<file path="config.mk">
export PLATFORM = sky130hd
export DESIGN_NAME = l0_loader
export DESIGN_NICKNAME = d
export VERILOG_FILES = /design/src/rtl/l0_loader_pkg.sv /design/src/rtl/l0_skid_buf.sv /design/src/rtl/l0_loader.sv
export SDC_FILE = /design/constraint.sdc
export NUM_CORES = 1
export LEC_CHECK = 0
export ABC_CLOCK_PERIOD_IN_PS = 4320
export CORE_MARGIN = 2
export CORE_UTILIZATION = 50
export CTS_BUF_LIST = sky130_fd_sc_hd__clkbuf_4
export DETAILED_ROUTE_END_ITERATION = 16
export GPL_TIMING_DRIVEN = 1
export PLACE_DENSITY = 0.79
export SLEW_MARGIN = 20
export SYNTH_ARGS = -nofsm -noshare
export SYNTH_HDL_FRONTEND = slang
export SYNTH_SLANG_ARGS = --single-unit
</file>
<file path="constraint.sdc">
create_clock -name i_clk -period 4.32 [get_ports i_clk]
set_input_delay 1.296 -clock i_clk [delete_from_list [all_inputs] [get_ports i_clk]]
set_output_delay 1.296 -clock i_clk [all_outputs]
set_load 0.05 [all_outputs]
</file>
<file path="src/rtl/l0_loader_pkg.sv">
// Shared types and sizing for the L0 activation loader.
package l0_loader_pkg;

   typedef enum logic [1:0] {IDLE, RUN, FLUSH, DONE} state_e;

   localparam int SKID_DEPTH = 2;
   localparam int STALL_W    = 16;

endpackage

</file>
<file path="src/rtl/l0_skid_buf.sv">
// Two-entry FIFO that catches SRAM read data while L0 is back-pressuring.
module l0_skid_buf
   import l0_loader_pkg::*;
#(
   parameter int WIDTH = 32
) (
   input  logic             i_clk,
   input  logic             i_reset,
   input  logic             i_push,
   input  logic [WIDTH-1:0] i_din,
   input  logic             i_pop,
   output logic [1:0]       o_occ,
   output logic [WIDTH-1:0] o_head
);

   logic [SKID_DEPTH-1:0][WIDTH-1:0] r_mem;
   logic                             r_rd_ptr;
   logic                             r_wr_ptr;
   logic [1:0]                       r_occ;

   always_ff @(posedge i_clk or negedge i_reset) begin
      if (!i_reset) begin
         r_mem    <= '0;
         r_rd_ptr <= 1'b0;
         r_wr_ptr <= 1'b0;
         r_occ    <= 2'd0;
      end else begin
         if (i_push) begin
            r_mem[r_wr_ptr] <= i_din;
            r_wr_ptr        <= ~r_wr_ptr;
         end
         if (i_pop) r_rd_ptr <= ~r_rd_ptr;
         // Push and pop together leave occupancy unchanged.
         r_occ <= r_occ + {1'b0, i_push} - {1'b0, i_pop};
      end
   end

   assign o_occ  = r_occ;
   assign o_head = r_mem[r_rd_ptr];

endmodule

</file>
<file path="src/rtl/l0_loader.sv">
// Streams num_vec activation vectors from SRAM into the L0 FIFO bank.
// Optional stall counter port enabled by defining L0_LOADER_PERF_EN.
module l0_loader
   import l0_loader_pkg::*;
#(
   parameter int ROW    = 8,
   parameter int BW     = 4,
   parameter int ADDR_W = 11
) (
   input  logic              i_clk,
   input  logic              i_reset,
   input  logic              i_start,
   input  logic [ADDR_W-1:0] i_base_addr,
   input  logic [ADDR_W-1:0] i_num_vec,
   output logic              o_busy,
   output logic              o_done,
   output logic              o_sram_cen,
   output logic [ADDR_W-1:0] o_sram_addr,
   input  logic [ROW*BW-1:0] i_sram_q,
   input  logic              i_l0_full,
   output logic              o_l0_wr,
   output logic [ROW*BW-1:0] o_l0_in
`ifdef L0_LOADER_PERF_EN
   ,
   output logic [STALL_W-1:0] o_stall_cnt
`endif
);

   localparam logic [ADDR_W-1:0] A_ONE = ADDR_W'(1);

   state_e            r_state;
   logic [ADDR_W-1:0] r_base;
   logic [ADDR_W-1:0] r_num;
   logic [ADDR_W-1:0] r_iss_cnt;
   logic [ADDR_W-1:0] r_wr_cnt;
   logic              r_inflight;
   logic              r_busy;
   logic              r_done;

   logic [1:0]        w_occ;
   logic [ROW*BW-1:0] w_head;
   logic              w_pop;
   logic [2:0]        w_pend;
   logic              w_issue;

   l0_skid_buf #(.WIDTH(ROW*BW)) u_skid (
      .i_clk   (i_clk),
      .i_reset (i_reset),
      .i_push  (r_inflight),
      .i_din   (i_sram_q),
      .i_pop   (w_pop),
      .o_occ   (w_occ),
      .o_head  (w_head)
   );

   // Credit: buffered + in-flight minus this cycle's drain must leave room.
   assign w_pop   = (w_occ != 2'd0) && !i_l0_full;
   assign w_pend  = {1'b0, w_occ} + {2'b0, r_inflight} - {2'b0, w_pop};
   assign w_issue = (r_state == RUN) && (w_pend < 3'd2);

   always_ff @(posedge i_clk or negedge i_reset) begin
      if (!i_reset) begin
         r_state    <= IDLE;
         r_base     <= '0;
         r_num      <= '0;
         r_iss_cnt  <= '0;
         r_wr_cnt   <= '0;
         r_inflight <= 1'b0;
         r_busy     <= 1'b0;
         r_done     <= 1'b0;
      end else begin
         r_inflight <= w_issue;
         if (w_issue) r_iss_cnt <= r_iss_cnt + A_ONE;
         if (w_pop)   r_wr_cnt  <= r_wr_cnt + A_ONE;
         case (r_state)
            IDLE: if (i_start) begin
               r_base    <= i_base_addr;
               r_num     <= i_num_vec;
               r_iss_cnt <= '0;
               r_wr_cnt  <= '0;
               r_busy    <= (i_num_vec != '0);
               r_done    <= (i_num_vec == '0);
               r_state   <= (i_num_vec == '0) ? DONE : RUN;
            end
            RUN: if (w_issue && (r_iss_cnt == r_num - A_ONE)) r_state <= FLUSH;
            FLUSH: if (w_pop && (r_wr_cnt == r_num - A_ONE)) begin
               r_state <= DONE;
               r_busy  <= 1'b0;
               r_done  <= 1'b1;
            end
            DONE: begin
               r_state <= IDLE;
               r_done  <= 1'b0;
            end
            default: r_state <= IDLE;
         endcase
      end
   end

   assign o_busy      = r_busy;
   assign o_done      = r_done;
   assign o_sram_cen  = ~w_issue;
   assign o_sram_addr = r_base + r_iss_cnt;
   assign o_l0_wr     = w_pop;
   assign o_l0_in     = w_head;

`ifdef L0_LOADER_PERF_EN
   logic [STALL_W-1:0] r_stall_cnt;

   always_ff @(posedge i_clk or negedge i_reset) begin
      if (!i_reset) begin
         r_stall_cnt <= '0;
      end else if ((r_state == IDLE) && i_start) begin
         r_stall_cnt <= '0;
      end else if ((w_occ != 2'd0) && i_l0_full && (r_stall_cnt != '1)) begin
         r_stall_cnt <= r_stall_cnt + STALL_W'(1);
      end
   end

   assign o_stall_cnt = r_stall_cnt;
`endif

endmodule
</file>
==> summary.txt <==
Synthesis
  – Syn avg cell area: 11.09 sq um
  – Post-synth ARST share: 100.0%
  – Sequential cell area fraction in the yosys report: 46.38%
  – Yosys cell types: 65
  – Post-synth top flop: dfrtp_1
  – Synthesized net count: 647
  – Area contributors post-synth: dfrtp_1 46%, mux2_2 17%, nand2_1 4.7%, xnor2_1 3.6%, ha_1 3.6%
  – Cells after synthesis: 569
  – Cell taking the most area after synthesis: dfrtp_1
  – Number of synthesized register bits: 117
  – Post-synth EDFFs: 0
  – Warning count from the yosys run: 0
  – Synth top area share: 46.38%
  – Synthesized area: 6312 sq um

Clock network
  – Root Driver: clkbuf_4
  – Clock Pin Slew Worst Setup and Hold Paths: 0.10 ns
  – Clock tree buffer depth: 2
  – H-tree lvl count: 4
  – CTS sink count: 117
  – Number of buffers created by CTS: 17
  – Later-pin clock latency in the skew report: 0.53 ns
  – TritonCTS clock tree: yes

Worst setup path
  – Worst path slowest cell: fa_2
  – R2R Path Start: u_skid.o_occ[1]
  – Startpoint types: input pin
  – Critical path buffers and inverters: 4
  – Crit-path leading delay family: adder cells
  – Worst EP required: 3.02 ns
  – Setup CP Type: input pin to primary output
  – Crit path max fanout: 2
  – CP most frequent cell: ha_4
  – Worst stage delay on the critical path: 0.35 ns
  – Crit end category: primary output
  – CP Launch Point: i_l0_full
  – Worst-path cell chain: clkdlybuf4s15_1, o21ba_4, ha_4, inv_2, ha_4, fa_2, xnor2_2, nor3_4, inv_4, buf_8
  – Worst Path Arrival: 2.98 ns

Floorplanning
  – Chip height: 116.4 um
  – I/O Pins: 105
  – Core area: 12470 sq um
  – Rows: 41
  – Starting density of the core: 50.64%
  – Die ar.: 13540 sq um
  – Die W: 116.4 um

Route
  – Top layer in use: met4
  – DR vias: 4585
  – Routed WL: 13800 um
  – Met3 routed WL: 1026 um
  – Met2 wire length: 6922 um
  – Final ANT Viol Nets: 0
  – Routed len/inst: 15.97 um
  – 1st-pass router iterations: 4
  – M1 WL: 5669 um
  – DRC errors left: 0
  – Vias per cell: 5.307
  – DR iter-0 viols: 242

Final layout
  – Share of cells above drive strength 1: 25.72%
  – Post-Layout Cell Count: 864
  – Area Overhead vs Synth: 27.02%
  – Area occupied by multi-input gates: 3263 sq um
  – Final instance area: 8018 sq um
  – N_diodes: 0
  – NumNets Final: 757
  – Filler cell count in the final layout: 971
  – Sequential cell area: 2929 sq um
  – Final design utilization: 64.32%

Timing
  – Final worst-path cycle share: 98.95%
  – TNS Setup: 0 ns
  – Final Hold Fails: 0
  – # setup viols final: 0
  – Clk_skew: 0.01571 ns
  – F_max: 0.2339 GHz
  – Final setup margin: 0.04548 ns
  – Pins Over Slew Limit: 0
  – Worst-Margin Slew: 0.8455 ns
  – Relative slew slack: 43.63%
  – Tmin final: 4.275 ns

Global routing
  – Largest net degree at the start of global routing: 67
  – First-pass GRT wire length: 23470 um
  – GRT Util Overall: 22.33%
  – Vias in the first global route: 4929
  – Total gr overflow: 0
  – Initial antenna violation count: 0

Outcome
  – Status: completed

Place
  – Final GP Congestion: 0.9273
  – Setup WS pre-CTS: -0.3161 ns
  – DP Area: 7609 sq um
  – Dpl cells: 829
  – Port Buffer Count: 104
  – Hpwl dp: 9859 um

Power
  – Leakage: 3.562 nW
  – Power Density: 846.1 nW/um^2
  – Peak VDD IR: 0.0006701 V

Hold path
  – Min-delay worst type: flip-flop to flip-flop
  – HP Start: r_base[3]

Run
  – Maxcap violations: 0
-- worst register-to-register path: stages (launching register included) --
cell,delay (ns)
dfrtp_1,0.44
o21ba_4,0.23
ha_4,0.26
inv_2,0.04
ha_4,0.14
fa_2,0.35
xnor2_2,0.16
nor3_4,0.21
buf_4,0.19
nand4_1,0.13
a2111oi_4,0.25
a41oi_2,0.21
a21oi_2,0.21
mux2_4,0.32
-- cell usage in the layout, fill, tap and decap left out, types with 3 or more instances in the layout --
cell and count:
and3_1 5, mux2i_1 7, xnor2_1 25, nand3_1 10, buf_4 11, nor2b_1 5, clkdlybuf4s50_1 93, buf_12 6
nand4_1 4, inv_1 22, a21oi_1 8, clkbuf_4 19, nand2_1 79, and4_1 3, o21ai_1 3, nor2_1 28
xor2_1 24, a21o_1 3, a21oi_2 4, or3_1 3, nor3_1 9, nand2b_1 5, clkinv_4 4, dfrtp_1 116
ha_1 16, mux2_2 97, bufinv_16 4, o21ai_0 14
-- where the power goes --
| group | switching, mW | total [mW] | internal [mW] |
|---|---|---|---|
| logic | 2.25 | 3.96 | 1.71 |
| registers | 0.370 | 1.94 | 1.57 |
| clock network | 0.419 | 0.889 | 0.470 |
| total | 3.04 | 6.78 | 3.74 |
-- routing by layer --
| metal | GRT usage (%) | up-vias |
|---|---|---|
| li1 | - | 2188 |
| met1 | 26.44 | 2257 |
| met2 | 38.22 | 124 |
| met3 | 8.303 | 16 |
| met4 | 6.349 | 0 |
| met5 | 0 | - |
-- sequential cells by signal, summed over array words and instances, names as in the netlist --
signal and cells:
o_busy 1, u_skid.r_wr_ptr 1, r_wr_cnt 11, u_skid.r_mem 64, r_iss_cnt 11, r_state 2, r_num 11, r_inflight 1
u_skid.o_occ 2, u_skid.r_rd_ptr 1, o_done 1, r_base 11
-- synth_stat cells (4+ instances only) --
library cell / n
o21ai_0: 17
nand3_1: 11
nor2b_1: 6
a21oi_1: 11
ha_1: 18
nand2b_1: 5
nor2_1: 29
xnor2_1: 26
dfrtp_1: 117
mux2i_1: 7
mux2_2: 97
inv_1: 24
buf_1: 7
clkbuf_1: 12
and3_1: 5
nor3_1: 9
xor2_1: 25
nand2_1: 79
nand4_1: 4
-- metrics by stage --
stage | power, mW | hold slack, ns
2_1_floorplan | 4.769 | 0.4523
6_report | 6.784 | 0.4964
3_3_place_gp | 5.741 | 0.4766
3_5_place_dp | 5.867 | 0.4737
5_1_grt | 7.209 | 0.5341
4_1_cts | 6.809 | 0.4982
-- cells by family (layout without fill, tap and decap cells) --
kind of cell	after synthesis	count (layout)	synth area share, %
and+or+nand+nor	174	174	13.78
DFF	117	117	46.38
muxes	106	106	18.83
xor gates and xnor gates	53	53	7.691
AOI/OAI and AO/OA	51	51	5.749
buffers and inverters	48	171	3.370
adders and majority gates	20	20	4.202
-- repair_timing --
item                                    4_1_cts  5_1_grt
gates resized for setup                      13        9
endpoints found under the setup margin        5        5
pin swaps                                     5        3
setup buffers                                 0        3
hold buffers                                  0        0
-- layout make-up --
| class | count | share of cell area, % |
|---|---|---|
| Timing Repair Buffer | 115 | 14.87 |
| Sequential cell | 117 | 36.53 |
| Tap cell | 172 | 2.684 |
| Inverter | 24 | 1.155 |
| Clock inverter | 13 | 2.278 |
| Multi-Input combinational cell | 404 | 40.70 |
| Clock buffer | 19 | 1.779 |
-- final timing paths --
path	to	slack, ns	depth (start not counted)
min in group asynchronous	r_base[7]	0.87	1
worst min register to register	r_base[3]	0.50	2
worst max-delay path	o_sram_cen	0.05	10
max in group asynchronous	r_iss_cnt[0]	2.67	2
worst max register to register	r_state[1]	1.06	13
worst min-delay path	r_base[3]	0.50	2
(Power assumes the default switching activity.)
